`src/rtl/uart_rx_core.sv`:
```
// -----------------------------------------------------------------------------
// uart_rx_core
//   UART receive engine: a 2-flop input synchroniser, a 3-sample majority vote
//   at each bit centre, a configurable character length and stop-bit count,
//   framing/parity error flags and a one-entry output register with overrun
//   detection.
//
// Parameters
//   CLKS_PER_BIT  clk cycles per serial bit (f_clk / baud), >= 8
//   DATA_BITS     character length 5..9, received LSB first
//   STOP_BITS     stop bits checked, 1 or 2
//   PARITY_ODD    parity sense when parity is compiled in (0 even, 1 odd)
//
// Compile-time option
//   UART_RX_PARITY_EN  when defined, one parity bit follows the data bits and
//                      parity_err reports a mismatch; otherwise no parity bit
//                      is expected and parity_err is tied low.
//
// Ports
//   clk         system clock, rising edge
//   rst         asynchronous active-high reset
//   serial_in   asynchronous serial line, idle high
//   rx_data     received character, valid while rx_valid = 1
//   rx_valid    holding register full
//   rx_ready    consumer accepts rx_data
//   frame_err   a stop bit was sampled 0 (qualified by rx_valid)
//   parity_err  parity mismatch (qualified by rx_valid)
//   overrun     one-cycle pulse when a completed frame is dropped
//
// Handshake: rx_data/frame_err/parity_err are transferred on every rising clk
// edge where rx_valid & rx_ready are both 1. rx_valid stays high, with the
// payload stable, until that transfer. A frame completing in the same cycle as
// a transfer reloads the register; a frame completing while the register is
// full and not being read is discarded and flagged on overrun.
// -----------------------------------------------------------------------------
module uart_rx_core #(
  parameter int CLKS_PER_BIT = 50,
  parameter int DATA_BITS    = 8,
  parameter int STOP_BITS    = 1,
  parameter int PARITY_ODD   = 0
) (
  input  logic                 clk,
  input  logic                 rst,
  input  logic                 serial_in,
  output logic [DATA_BITS-1:0] rx_data,
  output logic                 rx_valid,
  input  logic                 rx_ready,
  output logic                 frame_err,
  output logic                 parity_err,
  output logic                 overrun
);

  localparam int MID = CLKS_PER_BIT / 2;
  localparam int CW  = $clog2(CLKS_PER_BIT);
  localparam int BW  = $clog2(DATA_BITS + 1);

  localparam logic [CW-1:0] CNT_LAST = CW'(CLKS_PER_BIT - 1);
  localparam logic [CW-1:0] SAMP_A   = CW'(MID - 1);
  localparam logic [CW-1:0] SAMP_B   = CW'(MID);
  localparam logic [CW-1:0] SAMP_C   = CW'(MID + 1);
  localparam logic [BW-1:0] LAST_BIT = BW'(DATA_BITS - 1);
  localparam logic          LAST_STOP = 1'(STOP_BITS - 1);

  typedef enum logic [2:0] {
    IDLE,
    START,
    DATA,
`ifdef UART_RX_PARITY_EN
    PARITY,
`endif
    STOP
  } state_t;

  // FSM state is kept as a plain named signal so checkers can bind to it.
  state_t                 state;
  logic                   sync1;
  logic                   s_in;
  logic [CW-1:0]          cnt;
  logic                   samp0;
  logic                   samp1;
  logic [BW-1:0]          bit_idx;
  logic                   stop_idx;
  logic [DATA_BITS-1:0]   shreg;
  logic                   ferr_acc;
`ifdef UART_RX_PARITY_EN
  logic                   perr_acc;
`endif

  logic decide;
  logic voted;
  logic stop_fe;

  // The third sample is the live s_in at the decision cycle.
  assign decide  = (cnt == SAMP_C);
  assign voted   = (samp0 & samp1) | (samp0 & s_in) | (samp1 & s_in);
  assign stop_fe = ferr_acc | ~voted;

  always_ff @(posedge clk or posedge rst) begin
    if (rst) begin
      state      <= IDLE;
      sync1      <= 1'b1;
      s_in       <= 1'b1;
      cnt        <= '0;
      samp0      <= 1'b1;
      samp1      <= 1'b1;
      bit_idx    <= '0;
      stop_idx   <= 1'b0;
      shreg      <= '0;
      ferr_acc   <= 1'b0;
`ifdef UART_RX_PARITY_EN
      perr_acc   <= 1'b0;
`endif
      rx_data    <= '0;
      rx_valid   <= 1'b0;
      frame_err  <= 1'b0;
      parity_err <= 1'b0;
      overrun    <= 1'b0;
    end else begin
      sync1   <= serial_in;
      s_in    <= sync1;
      overrun <= 1'b0;

      if (cnt == SAMP_A) samp0 <= s_in;
      if (cnt == SAMP_B) samp1 <= s_in;

      // Consumer read; a completing frame below overrides this with a reload.
      if (rx_valid && rx_ready) rx_valid <= 1'b0;

      if (state == IDLE)        cnt <= '0;
      else if (cnt == CNT_LAST) cnt <= '0;
      else                      cnt <= cnt + 1'b1;

      case (state)
        IDLE: begin
          if (!s_in) begin
            state <= START;
            cnt   <= CW'(1);
          end
        end

        START: begin
          if (decide) begin
            if (voted) begin
              // Start bit did not survive the vote: treat as a glitch.
              state <= IDLE;
              cnt   <= '0;
            end else begin
              state    <= DATA;
              bit_idx  <= '0;
              stop_idx <= 1'b0;
              ferr_acc <= 1'b0;
            end
          end
        end

        DATA: begin
          if (decide) begin
            shreg <= {voted, shreg[DATA_BITS-1:1]};
            if (bit_idx == LAST_BIT) begin
`ifdef UART_RX_PARITY_EN
              state <= PARITY;
`else
              state <= STOP;
`endif
            end else begin
              bit_idx <= bit_idx + 1'b1;
            end
          end
        end

`ifdef UART_RX_PARITY_EN
        PARITY: begin
          if (decide) begin
            perr_acc <= ((^shreg) ^ voted) != PARITY_ODD[0];
            state    <= STOP;
          end
        end
`endif

        STOP: begin
          if (decide) begin
            if (stop_idx == LAST_STOP) begin
              // Back to IDLE mid-bit so the next start edge is caught early.
              state <= IDLE;
              cnt   <= '0;
              if (!rx_valid || rx_ready) begin
                rx_data   <= shreg;
                frame_err <= stop_fe;
`ifdef UART_RX_PARITY_EN
                parity_err <= perr_acc;
`else
                parity_err <= 1'b0;
`endif
                rx_valid  <= 1'b1;
              end else begin
                overrun <= 1'b1;
              end
            end else begin
              stop_idx <= 1'b1;
              ferr_acc <= stop_fe;
            end
          end
        end

        default: state <= IDLE;
      endcase
    end
  end

endmodule

```
`config.mk`:
```
export PLATFORM = sky130hd
export DESIGN_NAME = uart_rx_core
export DESIGN_NICKNAME = d
export VERILOG_FILES = /design/src/rtl/uart_rx_core.sv
export SDC_FILE = /design/constraint.sdc
export NUM_CORES = 1
export LEC_CHECK = 0
export CAP_MARGIN = 15
export CORE_UTILIZATION = 45
export DETAILED_ROUTE_END_ITERATION = 12
export DONT_BUFFER_PORTS = 1
export SETUP_SLACK_MARGIN = 0.1
export SYNTH_ARGS = -nofsm -noshare
export SYNTH_HDL_FRONTEND = slang
export SYNTH_SLANG_ARGS = --single-unit
```
`constraint.sdc`:
```
create_clock -name clk -period 1.9 [get_ports clk]
set_clock_uncertainty 0.05 [all_clocks]
set_input_delay 0.285 -clock clk [delete_from_list [all_inputs] [get_ports clk]]
set_output_delay 0.285 -clock clk [all_outputs]
set_load 0.01 [all_outputs]
```
==> results.tsv, run 1 <==
stage	metric	value	unit
outcome	outcome	complete, no violations	
global_routing	initial antenna violation count	0	
logic_synthesis	cell area after synthesis	1630	sq um
drt	Starting DRT DRC Count	16	
logic_synthesis	post-synthesis sequential element count	36	
drt	DRC	0	
logic_synthesis	Netlist cell types	37	
finish	ant diodes	0	
die	core footprint	3390	sq um
cts	CTS sink count	36	
power_and_ir_drop	VDD IR max	0.454	mV
setup_path	critical path launch point type	flip-flop	
logic_synthesis	syn_nets	139	
logic_synthesis	YS warnings	0	
setup_path	WS Path Type	flip-flop to flip-flop	
setup_path	crit-path cells	maj3_1 -> nor3b_4 -> o21ai_0 -> a32o_1	
die	row cnt	21	
drt	antenna-violating nets left	0	
drt	DR WL/cell	13.4	microns
setup_path	Worst EP arrival	1.85	ns
setup_path	cell family with most CP delay	adder cells	
cts	H-Tree Depth	2	
cts	clock latency at the later pin of the worst-skew pair	0.34	ns
run	Max Cap Viol	0	
global_routing	largest net degree at the start of global routing	37	
timing	setup TNS	0	ns
global_routing	gr ovfl total	0	
cts	Bufs on Longest Clock Path	2	
logic_synthesis	Avg Cell Area, Syn	12.5	sq um
place	worst slack, placed	0.165	ns
timing	RSZ-0062 raised after global routing	no	
die	Die W	62.1	microns
finish	Nets	153	
finish	Area growth syn-to-layout	11.1	%
die	die area	3860	sq um
cts	CTS tree	done	
timing	min Tclk post-route	1.66	ns
setup_path	slowest stage cell, crit path	maj3_1	
timing	setup violators final	0	
finish	final core occ	53.3	%
power_and_ir_drop	Lkg Pwr	0.902	nW
cts	clk slew on worst S/H paths	0.11	ns
setup_path	Worst setup EP type	flip-flop	
timing	Final Hold Viols	0	
timing	fmax	601	MHz
finish	layout cells sized above 1	31.7	%
die	Die H	62.1	microns
cts	Clock Tree Root	clkbuf_4	
die	IO Count	16	
drt	drt via density	5.22	
drt	routed via count	997	
timing	Slew Limit Fails	0	
place	number of port buffers	0	
timing	final worst setup slack	0.235	ns
die	initial core utilization	48.0	%
logic_synthesis	number of synthesized flops with an enable pin	0	
power_and_ir_drop	pwr dens	902	nW/um^2
place	Placer Congestion	0.778	
logic_synthesis	dominant synthesized flop cell	dfrtp_1	
drt	DR pass1 iterations	4	
timing	Final period util	87.6	%
worst_hold_path	worst hold path class	primary input to flip-flop	
global_routing	first-pass GRT wire length	4760	microns
logic_synthesis	Synth Instances	130	
global_routing	vias in the first global route	1064	
logic_synthesis	Post-synth ARST share	100	%
cts	CTS Buf Count	5	
place	DP HPWL	1810	microns
setup_path	CP Buf/Inv Count	0	
setup_path	crit-path max cell delay	0.43	ns
drt	Routed WL	2560	microns
logic_synthesis	sequential share of the synthesized area	55.6	%
setup_path	Crit Path Max Fanout	6	
global_routing	Total GRT Usage	16.0	%
setup_path	CP Data Required Time	2.08	ns
-- sequential cells by signal (all words and copies together), names as in the netlist --
register,cells
bit_idx,4
cnt,6
ferr_acc,1
frame_err,1
overrun,1
rx_data,8
rx_valid,1
s_in,1
samp0,1
samp1,1
shreg,8
state,2
sync1,1
-- worst register-to-register path, stage by stage, from the launching register on --
cell	delay (ns)
dfstp_2	0.41
maj3_1	0.43
nor3b_4	0.27
o21ai_0	0.17
a32o_1	0.22
-- synth_stat cells (all sizes together), types with 2 or more instances --
library cell  instances  area share (%)
mux2                 19              13
nand2b                2            0.77
nor3b                 2             1.6
xnor2                 2             1.1
dfstp                 4             6.5
xor2                  2             1.1
ha                    5             3.8
dfrtp                32              49
nand3                 3            0.92
inv                   4            0.92
a41o                  2             1.2
nor2                 12             2.8
a21oi                 3            0.92
buf                   6             2.3
a31oi                 3             1.2
o31ai                 2            0.92
a21o                  2            0.92
nand2                 9             2.2
a21boi                2            0.92
-- layout by cell type (no fill, tap or decap), drive strengths merged, types with 2 or more instances in the layout --
master | synthesis | layout
a31oi | 3 | 3
nor3b | 2 | 2
dfstp | 4 | 4
clkinv | 0 | 3
dfrtp | 32 | 32
clkbuf | 0 | 5
inv | 4 | 4
o31ai | 2 | 2
buf | 6 | 11
nand2b | 2 | 2
mux2 | 19 | 19
ha | 5 | 5
nand3 | 3 | 3
dlygate4sd3 | 0 | 2
a41o | 2 | 2
xor2 | 2 | 2
a21o | 2 | 2
nand2 | 9 | 9
xnor2 | 2 | 2
nor2 | 12 | 12
a21boi | 2 | 2
a21oi | 3 | 3
-- stage by stage --
stage	std cells	power, W	hold WS (ns)	cell area [sq um]
3_5_place_dp	181	0.00125	0.240	1730
4_1_cts	191	0.00166	0.160	1810
6_report	191	0.00163	0.174	1810
3_3_place_gp	181	0.00123	0.240	1730
5_1_grt	191	0.00175	0.165	1810
2_1_floorplan	130	0.00113	0.239	1630
-- final timing paths --
path | cells past startpoint | start | end | slack, ns
setup / recovery | 4 | s_in | bit_idx[1] | 0.24
hold / removal | 2 | rx_ready | overrun | 0.17
setup reg to reg | 4 | s_in | bit_idx[1] | 0.24
hold reg to reg | 0 | sync1 | s_in | 0.31
max in group asynchronous | 3 | rst | samp0 | 1.04
min in group asynchronous | 3 | rst | rx_data[7] | 0.42
-- cell families (layout without fill, tap and decap cells) --
kind of cell	count (synthesis)	after routing	share of synthesized area [%]
compound gates	20	20	9.07
xor+xnor	4	4	2.15
buf+inv	10	25	3.23
flops	36	36	55.6
other cells	1	1	0.230
fa+ha+maj	6	6	4.46
simple gates	34	34	11.8
mux	19	19	13.4
-- power by group --
group	internal, W	switching, W
registers	0.000824	0.0000416
clock network	0.000142	0.000258
logic	0.000162	0.000204
-- repair_timing --
| item | 4_1_cts | 5_1_grt |
|---|---|---|
| hold buffers | 2 | 0 |
| hold endpoints to repair | 33 | 0 |
| gates resized for setup | 0 | 1 |
| endpoints found under the setup margin | 0 | 9 |
| setup buffers | 0 | 0 |
-- area by class of cell --
class,instances,area [sq um]
fillers,282,1580
flip-flops and latches,36,906
multi-input cells,84,671
repair buffers,13,103
well taps,46,57.6
clock buffers,5,37.5
clock inverters,3,18.8
inverters,4,15.0
-- layer usage --
metal / routed length, microns / track usage [%] / vias up
li1: - / - / 488
met5: 0 / 0 / -
met1: 1220 / 19.9 / 487
met4: 46 / 6.98 / 0
met3: 101 / 5.51 / 6
met2: 1190 / 25.4 / 16
(Power assumes the default switching activity.)
==> run 2, diff against run 1 <==
--- a/config.mk
+++ b/config.mk
@@ -13,3 +13,4 @@
 export SYNTH_ARGS = -nofsm -noshare
 export SYNTH_HDL_FRONTEND = slang
 export SYNTH_SLANG_ARGS = --single-unit
+export TNS_END_PERCENT = 5
==> results of run 2 <==
No change in the layout: final DEF, timing and power equal those of run 1.
==> run 3, diff against run 2 <==
--- a/config.mk
+++ b/config.mk
@@ -5,8 +5,10 @@
 export SDC_FILE = /design/constraint.sdc
 export NUM_CORES = 1
 export LEC_CHECK = 0
+export ABC_CLOCK_PERIOD_IN_PS = 1900
 export CAP_MARGIN = 15
 export CORE_UTILIZATION = 45
+export CTS_BUF_LIST = sky130_fd_sc_hd__clkbuf_8
 export DETAILED_ROUTE_END_ITERATION = 12
 export DONT_BUFFER_PORTS = 1
 export SETUP_SLACK_MARGIN = 0.1
==> results.tsv, run 3 (synthesis gave the netlist of run 1 again) <==
stage	metric	value	unit
outcome	outcome	complete, no violations	
die	Die W	62.1	microns
finish	Finished Cell Area	1840	sq um
global_routing	largest net degree at the start of global routing	37	
drt	drt via density	5.24	
power_and_ir_drop	Lkg Pwr	0.915	nW
place	number of port buffers	0	
die	Die H	62.1	microns
setup_path	crit-path cells	maj3_1 -> nor3b_4 -> o21ai_0 -> a32o_1	
drt	routed via count	1000	
cts	clock latency at the later pin of the worst-skew pair	0.28	ns
finish	Nets	153	
place	DP HPWL	1810	microns
timing	Final Hold Viols	0	
setup_path	Worst setup EP type	flip-flop	
setup_path	WS Path Type	flip-flop to flip-flop	
global_routing	gr ovfl total	0	
cts	clk slew on worst S/H paths	0.07	ns
timing	final worst setup slack	0.255	ns
global_routing	initial antenna violation count	0	
die	initial core utilization	48.0	%
global_routing	met2 usage in global routing	25.5	%
finish	FF+latch area	906	sq um
die	row cnt	21	
cts	H-Tree Depth	2	
setup_path	slowest stage cell, crit path	maj3_1	
finish	largest registers	rx_data: 8 flops, shreg: 8 flops, cnt: 6 flops	
drt	antenna-violating nets left	0	
run	Max Cap Viol	0	
die	IO Count	16	
drt	DRC	0	
die	core footprint	3390	sq um
setup_path	critical path launch point type	flip-flop	
finish	Multi-input gate area	671	sq um
global_routing	Total GRT Usage	15.6	%
place	post-place instance area	1730	sq um
global_routing	M3 GR Usage	5.15	%
setup_path	Worst EP arrival	1.76	ns
timing	RSZ-0062 raised after global routing	no	
cts	CTS tree	done	
global_routing	grt peak-use layer	met2	
power_and_ir_drop	VDD IR max	0.455	mV
place	worst slack, placed	0.165	ns
drt	Starting DRT DRC Count	19	
timing	fmax	608	MHz
place	Placer Congestion	0.778	
timing	setup violators final	0	
finish	most frequent cells in the layout	32 x dfrtp_1, 18 x mux2_2, 12 x nor2_1	
drt	DR WL/cell	13.3	microns
timing	min Tclk post-route	1.65	ns
finish	Area growth syn-to-layout	13.0	%
timing	Final period util	86.6	%
finish	ant diodes	0	
setup_path	CP Data Required Time	2.02	ns
power_and_ir_drop	pwr dens	954	nW/um^2
die	die area	3860	sq um
cts	CTS sink count	36	
cts	Bufs on Longest Clock Path	2	
timing	setup TNS	0	ns
setup_path	Crit Path Max Fanout	6	
drt	DR pass1 iterations	4	
cts	Clock Tree Root	clkbuf_8	
global_routing	vias in the first global route	1085	
drt	Routed WL	2540	microns
global_routing	first-pass GRT wire length	4710	microns
setup_path	crit-path max cell delay	0.43	ns
finish	layout cells sized above 1	31.7	%
cts	CTS Buf Count	5	
worst_hold_path	worst hold path class	primary input to flip-flop	
finish	commonest non-fill, non-tap cell in the layout	dfrtp_1	
global_routing	routing usage on met1	19.3	%
timing	Slew Limit Fails	0	
finish	Fill cells	280	
[run 3: final cells by class]
class | instances | area share, %
repair buffers | 13 | 5.58
clock buffers | 5 | 3.74
well taps | 46 | 3.13
clock inverters | 3 | 1.02
multi-input cells | 84 | 36.5
inverters | 4 | 0.816
flip-flops and latches | 36 | 49.3
[run 3: worst max-delay path, delay by kind of cell (launching register included)]
kind                     cells  cell delay [ns]
adder cells (fa/ha/maj)      1             0.43
AO/OA/AOI/OAI                2             0.39
flip-flops                   1             0.40
AND/OR/NAND/NOR              1             0.26
[run 3: final timing paths]
path	end	startpoint	slack [ns]	depth (start not counted)
worst max-delay path	bit_idx[1]	s_in	0.25	4
worst min-delay path	overrun	rx_ready	0.24	2
worst max register to register	bit_idx[1]	s_in	0.25	4
worst min register to register	s_in	sync1	0.31	0
max in group asynchronous	samp0	rst	0.98	3
min in group asynchronous	cnt[0]	rst	0.49	3
[run 3: per-stage QoR]
step	hold slack (ns)	instances	total power [W]	util (%)
floorplan	0.239	130	0.00113	-
global placement	0.240	181	0.00123	51.1
detailed placement	0.240	181	0.00125	51.1
CTS	0.235	191	0.00178	54.2
global route	0.247	191	0.00187	54.3
finish	0.243	191	0.00175	54.3
[run 3: what timing repair did]
action,CTS,global route
endpoints found under the setup margin,0,9
endpoints found under the hold margin,33,0
setup buffers,0,0
hold buffers,2,0
resized for setup,0,1
[run 3: metal layers]
layer	part of all wire (%)	wire length, microns	vias up
met5	0	0	-
met4	0.83	21	0
met3	2.8	72	2
met2	48	1230	16
met1	48	1220	495
li1	-	-	487
[run 3: power by group]
part / switching, W / total (W) / internal [W]
Clock: 0.000266 / 0.000521 / 0.000255
Sequential: 0.0000424 / 0.000867 / 0.000825
Combinational: 0.000203 / 0.000365 / 0.000162
